$ cat src/rtl/blink_pattern_rx_if.sv
// Pin-side and user-side signals of the blink pattern receiver.
// The receiver takes the slave view. Whatever drives the pin and consumes the pattern takes the master view.
interface blink_pattern_rx_if #(
  parameter int BITS = 32
);
  logic            pin_in;
  logic [BITS-1:0] pattern;
  logic            valid;
  logic            busy;
  logic            err;

  modport master (
    output pin_in,
    input  pattern, valid, busy, err
  );

  modport slave (
    input  pin_in,
    output pattern, valid, busy, err
  );
endinterface

$ cat src/rtl/blink_pattern_rx.sv
// Recovers a slot-timed on/off pattern word from an asynchronous pin.
// Input path: synchronize, debounce, align on the first rising edge. Each slot is then sampled at its midpoint.
module blink_pattern_rx #(
  parameter int SLOT_LOG2 = 21,
  parameter int BITS      = 32,
  parameter int DEBOUNCE  = 16
) (
  input logic               i_clk,
  input logic               i_rst_n,
  blink_pattern_rx_if.slave bus
);

  localparam int SW = SLOT_LOG2;
  localparam int DW = $clog2(DEBOUNCE + 1);
  localparam int BW = (BITS > 1) ? $clog2(BITS) : 1;
  // Slot midpoint, 2^(SLOT_LOG2-1), as a phase within one slot.
  localparam logic [SW-1:0] HALF = {1'b1, {(SW-1){1'b0}}};

  typedef enum logic [1:0] {
    S_IDLE,
    S_START,
    S_DATA,
    S_DONE
  } state_t;

  state_t          r_state;
  state_t          w_next;

  logic            r_sync1;
  logic            r_sync2;
  logic            r_deb;
  logic            r_deb_d;
  logic [DW-1:0]   r_deb_cnt;
  logic [SW-1:0]   r_cnt;
  logic [BW-1:0]   r_idx;
  logic [BITS-1:0] r_shift;
  logic [BITS-1:0] r_pattern;
  logic            r_err;

  logic            w_rise;
  logic            w_mid;
  logic            w_start_frame;
  logic            w_store;
  logic            w_last;
  logic            w_abort;
  logic [BITS-1:0] w_shift_next;

  // NOTE: sequential state uses non-blocking assignments only, so every flop samples pre-edge values.
  always_ff @(posedge i_clk or negedge i_rst_n) begin
    if (!i_rst_n) begin
      r_sync1   <= 1'b0;
      r_sync2   <= 1'b0;
      r_deb     <= 1'b0;
      r_deb_d   <= 1'b0;
      r_deb_cnt <= '0;
    end else begin
      r_sync1 <= bus.pin_in;
      r_sync2 <= r_sync1;
      r_deb_d <= r_deb;
      // Any cycle that agrees with the debounced level restarts the stability count.
      if (r_sync2 != r_deb) begin
        if (r_deb_cnt == DW'(DEBOUNCE - 1)) begin
          r_deb     <= r_sync2;
          r_deb_cnt <= '0;
        end else begin
          r_deb_cnt <= r_deb_cnt + DW'(1);
        end
      end else begin
        r_deb_cnt <= '0;
      end
    end
  end

  assign w_rise = r_deb & ~r_deb_d;
  assign w_mid  = (r_cnt == HALF);

  always_ff @(posedge i_clk or negedge i_rst_n) begin
    if (!i_rst_n) begin
      r_state <= S_IDLE;
    end else begin
      r_state <= w_next;
    end
  end

  // NOTE: every signal gets a default before the case, so no path leaves one unassigned and no latch is inferred.
  always_comb begin
    w_next        = r_state;
    w_start_frame = 1'b0;
    w_store       = 1'b0;
    w_last        = 1'b0;
    w_abort       = 1'b0;
    case (r_state)
      S_IDLE: begin
        if (w_rise) begin
          w_start_frame = 1'b1;
          w_next        = S_START;
        end
      end
      S_START: begin
        // A start slot that reads low at its midpoint was only a glitch.
        if (w_mid) begin
          if (r_deb) begin
            w_store = 1'b1;
            w_next  = S_DATA;
          end else begin
            w_abort = 1'b1;
            w_next  = S_IDLE;
          end
        end
      end
      S_DATA: begin
        if (w_mid) begin
          w_store = 1'b1;
          if (r_idx == BW'(BITS - 1)) begin
            w_last = 1'b1;
            w_next = S_DONE;
          end
        end
      end
      S_DONE:  w_next = S_IDLE;
      default: w_next = S_IDLE;
    endcase
  end

  always_comb begin
    w_shift_next        = r_shift;
    w_shift_next[r_idx] = r_deb;
  end

  // The slot phase counter wraps every slot, so matching HALF finds every slot midpoint.
  always_ff @(posedge i_clk or negedge i_rst_n) begin
    if (!i_rst_n) begin
      r_cnt     <= '0;
      r_idx     <= '0;
      r_shift   <= '0;
      r_pattern <= '0;
      r_err     <= 1'b0;
    end else begin
      r_err <= w_abort;
      if (w_start_frame) begin
        r_cnt   <= '0;
        r_idx   <= '0;
        r_shift <= '0;
      end else begin
        r_cnt <= r_cnt + SW'(1);
        if (w_store) begin
          r_shift <= w_shift_next;
          r_idx   <= r_idx + BW'(1);
        end
      end
      // Loaded on entry to DONE, so the new word is visible in the same cycle as VALID.
      if (w_last) begin
        r_pattern <= w_shift_next;
      end
    end
  end

  assign bus.pattern = r_pattern;
  assign bus.valid   = (r_state == S_DONE);
  assign bus.busy    = (r_state == S_START) || (r_state == S_DATA);
  assign bus.err     = r_err;

endmodule

$ cat src/flat_wrapper.sv
// flat-port wrapper written by rule: the top's interface ports become plain ports
module blink_pattern_rx_flat 
#(
  parameter int SLOT_LOG2 = 21,
  parameter int BITS      = 32,
  parameter int DEBOUNCE  = 16
)
  (i_clk, i_rst_n, bus_pin_in, bus_pattern, bus_valid, bus_busy, bus_err);
  blink_pattern_rx_if #(.BITS(BITS)) bus_i ();
  input logic i_clk;
  input logic i_rst_n;
  input wire logic [$bits(bus_i.pin_in)-1:0] bus_pin_in;
  output wire logic [$bits(bus_i.pattern)-1:0] bus_pattern;
  output wire logic [$bits(bus_i.valid)-1:0] bus_valid;
  output wire logic [$bits(bus_i.busy)-1:0] bus_busy;
  output wire logic [$bits(bus_i.err)-1:0] bus_err;
  assign bus_i.pin_in = bus_pin_in;
  assign bus_pattern = bus_i.pattern;
  assign bus_valid = bus_i.valid;
  assign bus_busy = bus_i.busy;
  assign bus_err = bus_i.err;
  blink_pattern_rx #(.SLOT_LOG2(SLOT_LOG2), .BITS(BITS), .DEBOUNCE(DEBOUNCE)) u_core (.i_clk(i_clk), .i_rst_n(i_rst_n), .bus(bus_i));
endmodule
$ cat config.mk
export PLATFORM = sky130hd
export DESIGN_NAME = blink_pattern_rx_flat
export DESIGN_NICKNAME = d
export VERILOG_FILES = /design/src/rtl/blink_pattern_rx_if.sv /design/src/rtl/blink_pattern_rx.sv /design/src/flat_wrapper.sv
export SDC_FILE = /design/constraint.sdc
export NUM_CORES = 1
export LEC_CHECK = 0
export CAP_MARGIN = 20
export CORE_MARGIN = 1.5
export CORE_UTILIZATION = 28
export DETAILED_ROUTE_END_ITERATION = 16
export GPL_ROUTABILITY_DRIVEN = 0
export PLACE_DENSITY = 0.42
export SETUP_SLACK_MARGIN = 0.4
export SLEW_MARGIN = 15
export SYNTH_ARGS = -nofsm -noshare
export SYNTH_HDL_FRONTEND = slang
export SYNTH_SLANG_ARGS = --single-unit
$ cat constraint.sdc
create_clock -name i_clk -period 2.7 [get_ports i_clk]
set_input_delay 0.405 -clock i_clk [delete_from_list [all_inputs] [get_ports i_clk]]
set_output_delay 0.405 -clock i_clk [all_outputs]
set_load 0.01 [all_outputs]
==> qor.yml <==
outcome:
  status: "complete, no violations"
timing:
  tns_ps: 0
  rsz0062_at_grt: "yes"
  setup-violations-final: 0
  worst_pin_slew_ps: 527.7
  relSlewSlack_pct: 64.66
  fin_crit_ps: 2264
  fin_crit_sh_pct: 83.86
  slew_viol_final: 0
  hold_viol_final: 0
  final.setup_skew_ps: 3.963
  fmax_ghz: 0.4416
synthesis:
  async_flop_share_pct: 100.0
  synth.avg_cell_area_um2: 11.00
  netlist_instances: 506
  netlist_area_mm2: 0.005568
  yosys_register_bits: 102
  netlist_top_cells_count: "102 x dfrtp_1, 76 x nand2_1, 47 x nand3_1"
  synth_top_area_share_pct: 45.84
  synth_cell_types: 50
  synth_edf_count: 0
  synthFlopType: "dfrtp_1"
  yosysSeqAreaShare_pct: 45.84
  synth.largest_area_cell: "dfrtp_1"
  yosys_warnings: 0
  yosysMostFrequentCell: "dfrtp_1"
  synth.top_cells.by_area: "dfrtp_1 46%, mux2_4 8.1%, mux2_2 6.3%, mux2i_1 5.8%, nand2_1 5.1%"
  syn_nets: 521
power_and_ir_drop:
  p_per_area_mw_per_mm2: 510.2
  peakVddDrop_mv: 0.2946
  power_leakage_nw: 3.074
  total_power_mw: 3.405
cts:
  postCtsHoldBufs: 0
  cts_tree: "yes"
  worst_skew_pair.late_latency_ps: 350
  cts_buffer_depth: 2
  htreeDepth: 3
  clk_pin_slew_ps: 70
  cts.sinks: 102
  cts-buffers-inserted: 9
  cts_root_buf: "clkbuf_16"
global_route:
  grt_pass1_vias: 3953
  track_usage_pct: 13.95
  grt-ovfl-total: 0
  grt_max_degree: 44
  grt_pass1_wl_um: 22000
  antenna_found_initial: 0
worst_setup_path:
  path_delay_family: "simple AND/OR/NAND/NOR gates"
  arrival_ps: 2500
  slowest_stage: "or4b_4"
  worst-path-max-fanout: 8
  end_kind: "flip-flop"
  rrSetupSlack_ps: 440
  critPathMaxStageDelay_ps: 530
  worstPathRequired_ps: 2940
  cp_num_buf_inv: 2
  crit_path_start_kind: "flip-flop"
  worstPathCellList: "inv_1 -> ha_2 -> or4b_4 -> nor2_4 -> and4_4 -> clkbuf_16 -> mux2_4"
  worstSetupPathType: "reg -> reg"
routing:
  drtAntennaViolNets: 0
  vias: 3886
  drcViolationCount: 0
  dr.pass1.iters: 4
  drt-wirelength-per-cell_um: 16.98
  via_per_inst: 4.780
  first_iter_violations: 236
  drt_wl_total_um: 13800
die:
  die_area_mm2: 0.02074
  start_util_pct: 28.61
  coreArea_mm2: 0.01946
  die_height_um: 144.0
  pin_count: 38
  dieWidth_um: 144.0
  rows: 51
cells_and_area:
  areaGrowthSynthToFinish_pct: 19.87
  drive_above_1_share_pct: 22.45
  fin_nets: 559
  n_antenna_cell: 0
place:
  dpl.hpwl_um: 8838
  port_buffers: 37
hold_path:
  hold_class: "in -> async"
job:
  maxCapViolations: 0
## per-layer routing
metal / vias up / part of all wire, % / routed length, um / track usage [%]
li1: 1857 / - / - / -
met5: - / 0 / 0 / 0
met3: 5 / 3.6 / 490 / 3.245
met1: 1963 / 47 / 6477 / 18.67
met4: 0 / 0.80 / 111 / 3.061
met2: 61 / 49 / 6722 / 22.87
## final timing paths
| path | startpoint | to | cells past startpoint |
|---|---|---|---|
| max reg2reg | u_core.r_cnt[0] | u_core.bus.pattern[8] | 7 |
| min reg2reg | u_core.r_sync1 | u_core.r_sync2 | 0 |
| max in group asynchronous | i_rst_n | u_core.r_state[0] | 2 |
| min | i_rst_n | u_core.bus.pattern[8] | 1 |
| min in group i_clk | u_core.r_sync1 | u_core.r_sync2 | 0 |
| max | u_core.r_cnt[0] | u_core.bus.pattern[8] | 7 |
## state kept, by name (all words and copies together) (netlist names), named ones only
name	count
u_core.bus.err	1
u_core.bus.pattern	32
u_core.r_cnt	21
u_core.r_deb	1
u_core.r_deb_cnt	5
u_core.r_deb_d	1
u_core.r_idx	5
u_core.r_shift	32
u_core.r_state	1
u_core.r_sync1	1
u_core.r_sync2	1
## final cells by class
class	count	area, um2
clock buffers	11	252.7
multi-input cells	359	2785
fillers	1944	12790
flip-flops and latches	102	2554
repair buffers	64	650.6
well taps	265	331.6
inverters	8	30.03
clock inverters	4	70.07
## placed cells by master, fill, tap and decap left out, types with 11 or more instances in the layout
cell	count
xor2_1	12
nand2_1	76
dfrtp_1	101
nand3_1	47
mux2i_1	32
buf_4	21
a21oi_1	11
nor2_1	18
clkdlybuf4s50_1	36
mux2_2	29
mux2_4	32
clkbuf_16	11
## cells by family after synthesis
logic type | share of synthesized area (%)
DFF | 45.84
buffers and inverters | 4.607
and+or+nand+nor | 19.71
xor gates and xnor gates | 2.202
AOI/OAI and AO/OA | 4.023
muxes | 20.92
adders and majority gates | 2.697
## stage by stage
stage	worst slack, ps	cell area, um2	hold WS [ps]	cells	util [%]
global route	365.4	6674	41.97	813	34.29
floorplan	497.8	5568	109.4	506	-
CTS	419.9	6570	32.21	807	33.76
finish	435.7	6674	22.14	813	34.29
global placement	264.2	6228	340.2	791	32.00
detailed placement	206.7	6228	347.9	791	32.00
## power breakdown
group	switching (mW)	internal (mW)
clock	0.573	0.855
sequential	0.0724	1.57
combinational	0.199	0.130
total	0.845	2.56
## timing repair
| action | 4_1_cts | 5_1_grt |
|---|---|---|
| setup buffers | 1 | 4 |
| pin swaps | 0 | 3 |
| cloned | 0 | 2 |
| resized for setup | 4 | 7 |
| endpoints found under the setup margin | 57 | 54 |
Note: power is estimated with default switching activity, not from simulation.
==> variant, RTL diff (config.mk and constraints unchanged) <==
`DEBOUNCE` is set to 16 in 2 places; all go to 8.
--- a/src/rtl/blink_pattern_rx.sv
+++ b/src/rtl/blink_pattern_rx.sv
@@ -4,5 +4,5 @@
   parameter int SLOT_LOG2 = 21,
   parameter int BITS      = 32,
-  parameter int DEBOUNCE  = 16
+  parameter int DEBOUNCE  = 8
 ) (
   input logic               i_clk,
--- a/src/flat_wrapper.sv
+++ b/src/flat_wrapper.sv
@@ -4,5 +4,5 @@
   parameter int SLOT_LOG2 = 21,
   parameter int BITS      = 32,
-  parameter int DEBOUNCE  = 16
+  parameter int DEBOUNCE  = 8
 )
   (i_clk, i_rst_n, bus_pin_in, bus_pattern, bus_valid, bus_busy, bus_err);
Function: same outputs for any inputs over 10 cycles, from zero or initial values and one cycle with i_rst_n low; that may be too few to reach the edited logic, so the function may still have changed.
==> variant against the unedited design <==
- setup slack gained 0.042 ns
- critical path depth decreased by 2
- design area shrank 0.54%
- sequential cell count is 1 lower
- global-route usage rose by 0.32 points
- synthesized cell count increased by 3.6%
- routed wire length rose by 2.0%
- count of clock-buffer cells in the layout fell by 2
- via count increased by 7.6%
- hold slack gained 0.34 ns
- synthesized area fell by 0.61%
- critical endpoint is now u_core.bus.pattern[1]
- largest cell class unchanged
- highest routed layer unchanged
Power is not compared: it rests on default switching activity, and its combinational part moved more than twofold at a synthesized area within 25%.
==> variant: results <==
set metrics [dict create \
    endpoint "u_core.bus.pattern[1]" \
    synth.top_cell.area_share 0.4567 \
    cts_root_buffer "clkbuf_16" \
    leakage_uw 0.002728 \
    grt_pass1_vias 4221 \
    drive_gt1_frac 0.2182 \
    place_ws_ns 0.3539 \
    n_antenna_cell 0 \
    synthTopCellsByArea "dfrtp_1 46%, mux2_4 8.1%, mux2_2 6.9%" \
    fillers 1958 \
    clock_latency_ns 0.36 \
    cp.arrival_ns 2.46 \
    reg2reg_depth 5 \
    wl_met1_um 6655 \
    hold_path.class "reg -> reg" \
    critPathLaunch "u_core.r_cnt[16]" \
    grt_max_degree 53 \
    status "finished, final reports clean" \
    numCtsBuffers 9 \
    synth_flop_cell "dfrtp_1" \
    syn_nets 539 \
    dr_wl_met3_um 453 \
    peakVddDrop_uv 288.4 \
    routed_wl_um 14070 \
    htreeDepth 3 \
    yosysUniqueCellTypes 42 \
    io_buffers 37 \
    reg2reg_to "u_core.bus.pattern[1]" \
    grt.total_usage 0.1427 \
    drt_iter0_markers 277 \
    ys_async_sr_fraction 1.000 \
    hpwl_um 9021 \
    nNetsFinal 569 \
    grt_pass1_wl_um 23000 \
    tightest_slew_ns 0.6745 \
    synthTopCellsByCount "101 x dfrtp_1, 53 x nand2_1, 38 x a21oi_1" \
    finalWorstSetupSlack_ns 0.4777 \
    slew_viol_final 0 \
    syn_avg_cell_area_um2 10.56 \
    finClkSkew_ns 0.01133 \
    clk_pin_slew_ns 0.07 \
    dr_wl_met2_um 6684 \
    cts_buffer_depth 2 \
    yosysSeqAreaShare 0.4567 \
    antenna_found_initial 0 \
    top_layer "met4" \
    vias_per_cell 5.074 \
    synth-edff-count 0 \
    dr.pass1.iters 4 \
    worstPathMaxFanout 12 \
    r2r_slack_ns 0.48 \
    yosysWarnings 0 \
]
[variant: cell count changes in the layout (fill, tap and decap cells not counted), sizes merged, moves of 4 or more]
cell,before,now
nand2,76,53
nand4b,0,5
o21ai,6,29
nor4,9,16
and4,5,12
nand4,7,36
a21oi,12,38
nand3,47,14
nor2,19,15
mux2i,32,12
[variant: logic make-up after synthesis]
logic type                 count (synthesis)  synth area share
AOI/OAI and AO/OA                         79           0.07687
xor gates and xnor gates                  13           0.02057
adders and majority gates                 12           0.02713
buffers and inverters                     53           0.04318
DFF                                      101            0.4567
muxes                                     77            0.1743
and+or+nand+nor                          189            0.2012
[variant: cell type report]
| type | instances | area share |
|---|---|---|
| Clock buffer | 9 | 0.03393 |
| Clock inverter | 7 | 0.01112 |
| Inverter | 9 | 0.005090 |
| Multi-Input combinational cell | 370 | 0.4270 |
| Sequential cell | 101 | 0.3813 |
| Tap cell | 265 | 0.04995 |
| Timing Repair Buffer | 63 | 0.09161 |
[variant: how the worst min path moves through the flow]
stage	start	to	cells past startpoint
after global routing	u_core.r_sync1	u_core.r_sync2	0
after floorplan	i_rst_n	async pin	0
final	u_core.r_sync1	u_core.r_sync2	0
after global placement	i_rst_n	u_core.r_shift[13]	1
after CTS	u_core.r_sync1	u_core.r_sync2	0
after detailed placement	i_rst_n	u_core.r_shift[14]	1
[variant: worst max-delay path, cell delays in order (launching register included)]
cell and delay (ns):
dfrtp_1 0.46, or4_4 0.62, nor4_4 0.34, buf_4 0.17, buf_12 0.16, mux2_2 0.34
[variant: through the flow]
step           hold WS (ns)  cells  power (uW)    util  instance area, um2
4_1_cts              0.3595    821        3846  0.3379                6555
3_5_place_dp         0.2840    804        2481  0.3206                6218
2_1_floorplan        0.1094    524        2227       -                5534
6_report             0.3595    824        3803  0.3422                6638
3_3_place_gp         0.2814    804        2470  0.3206                6218
5_1_grt              0.3717    824        4027  0.3422                6638
[variant: layer usage]
metal  GRT usage  vias up
met1      0.1937     2091
met5           0        -
li1            -     1985
met3     0.02366       18
met2      0.2277       87
met4     0.05317        0
[variant: where the power goes]
part	total (uW)	internal, uW	switching (uW)
clock	1330	723	608
sequential	1720	1600	119
combinational	750	251	499
total	3800	2580	1230
[variant: repair_timing]
item	CTS	global route
pin swaps	0	4
hold endpoints to repair	13	0
cloned	0	1
hold buffers	1	0
setup endpoints to repair	47	52
gates resized for setup	7	9
buffers inserted	0	2
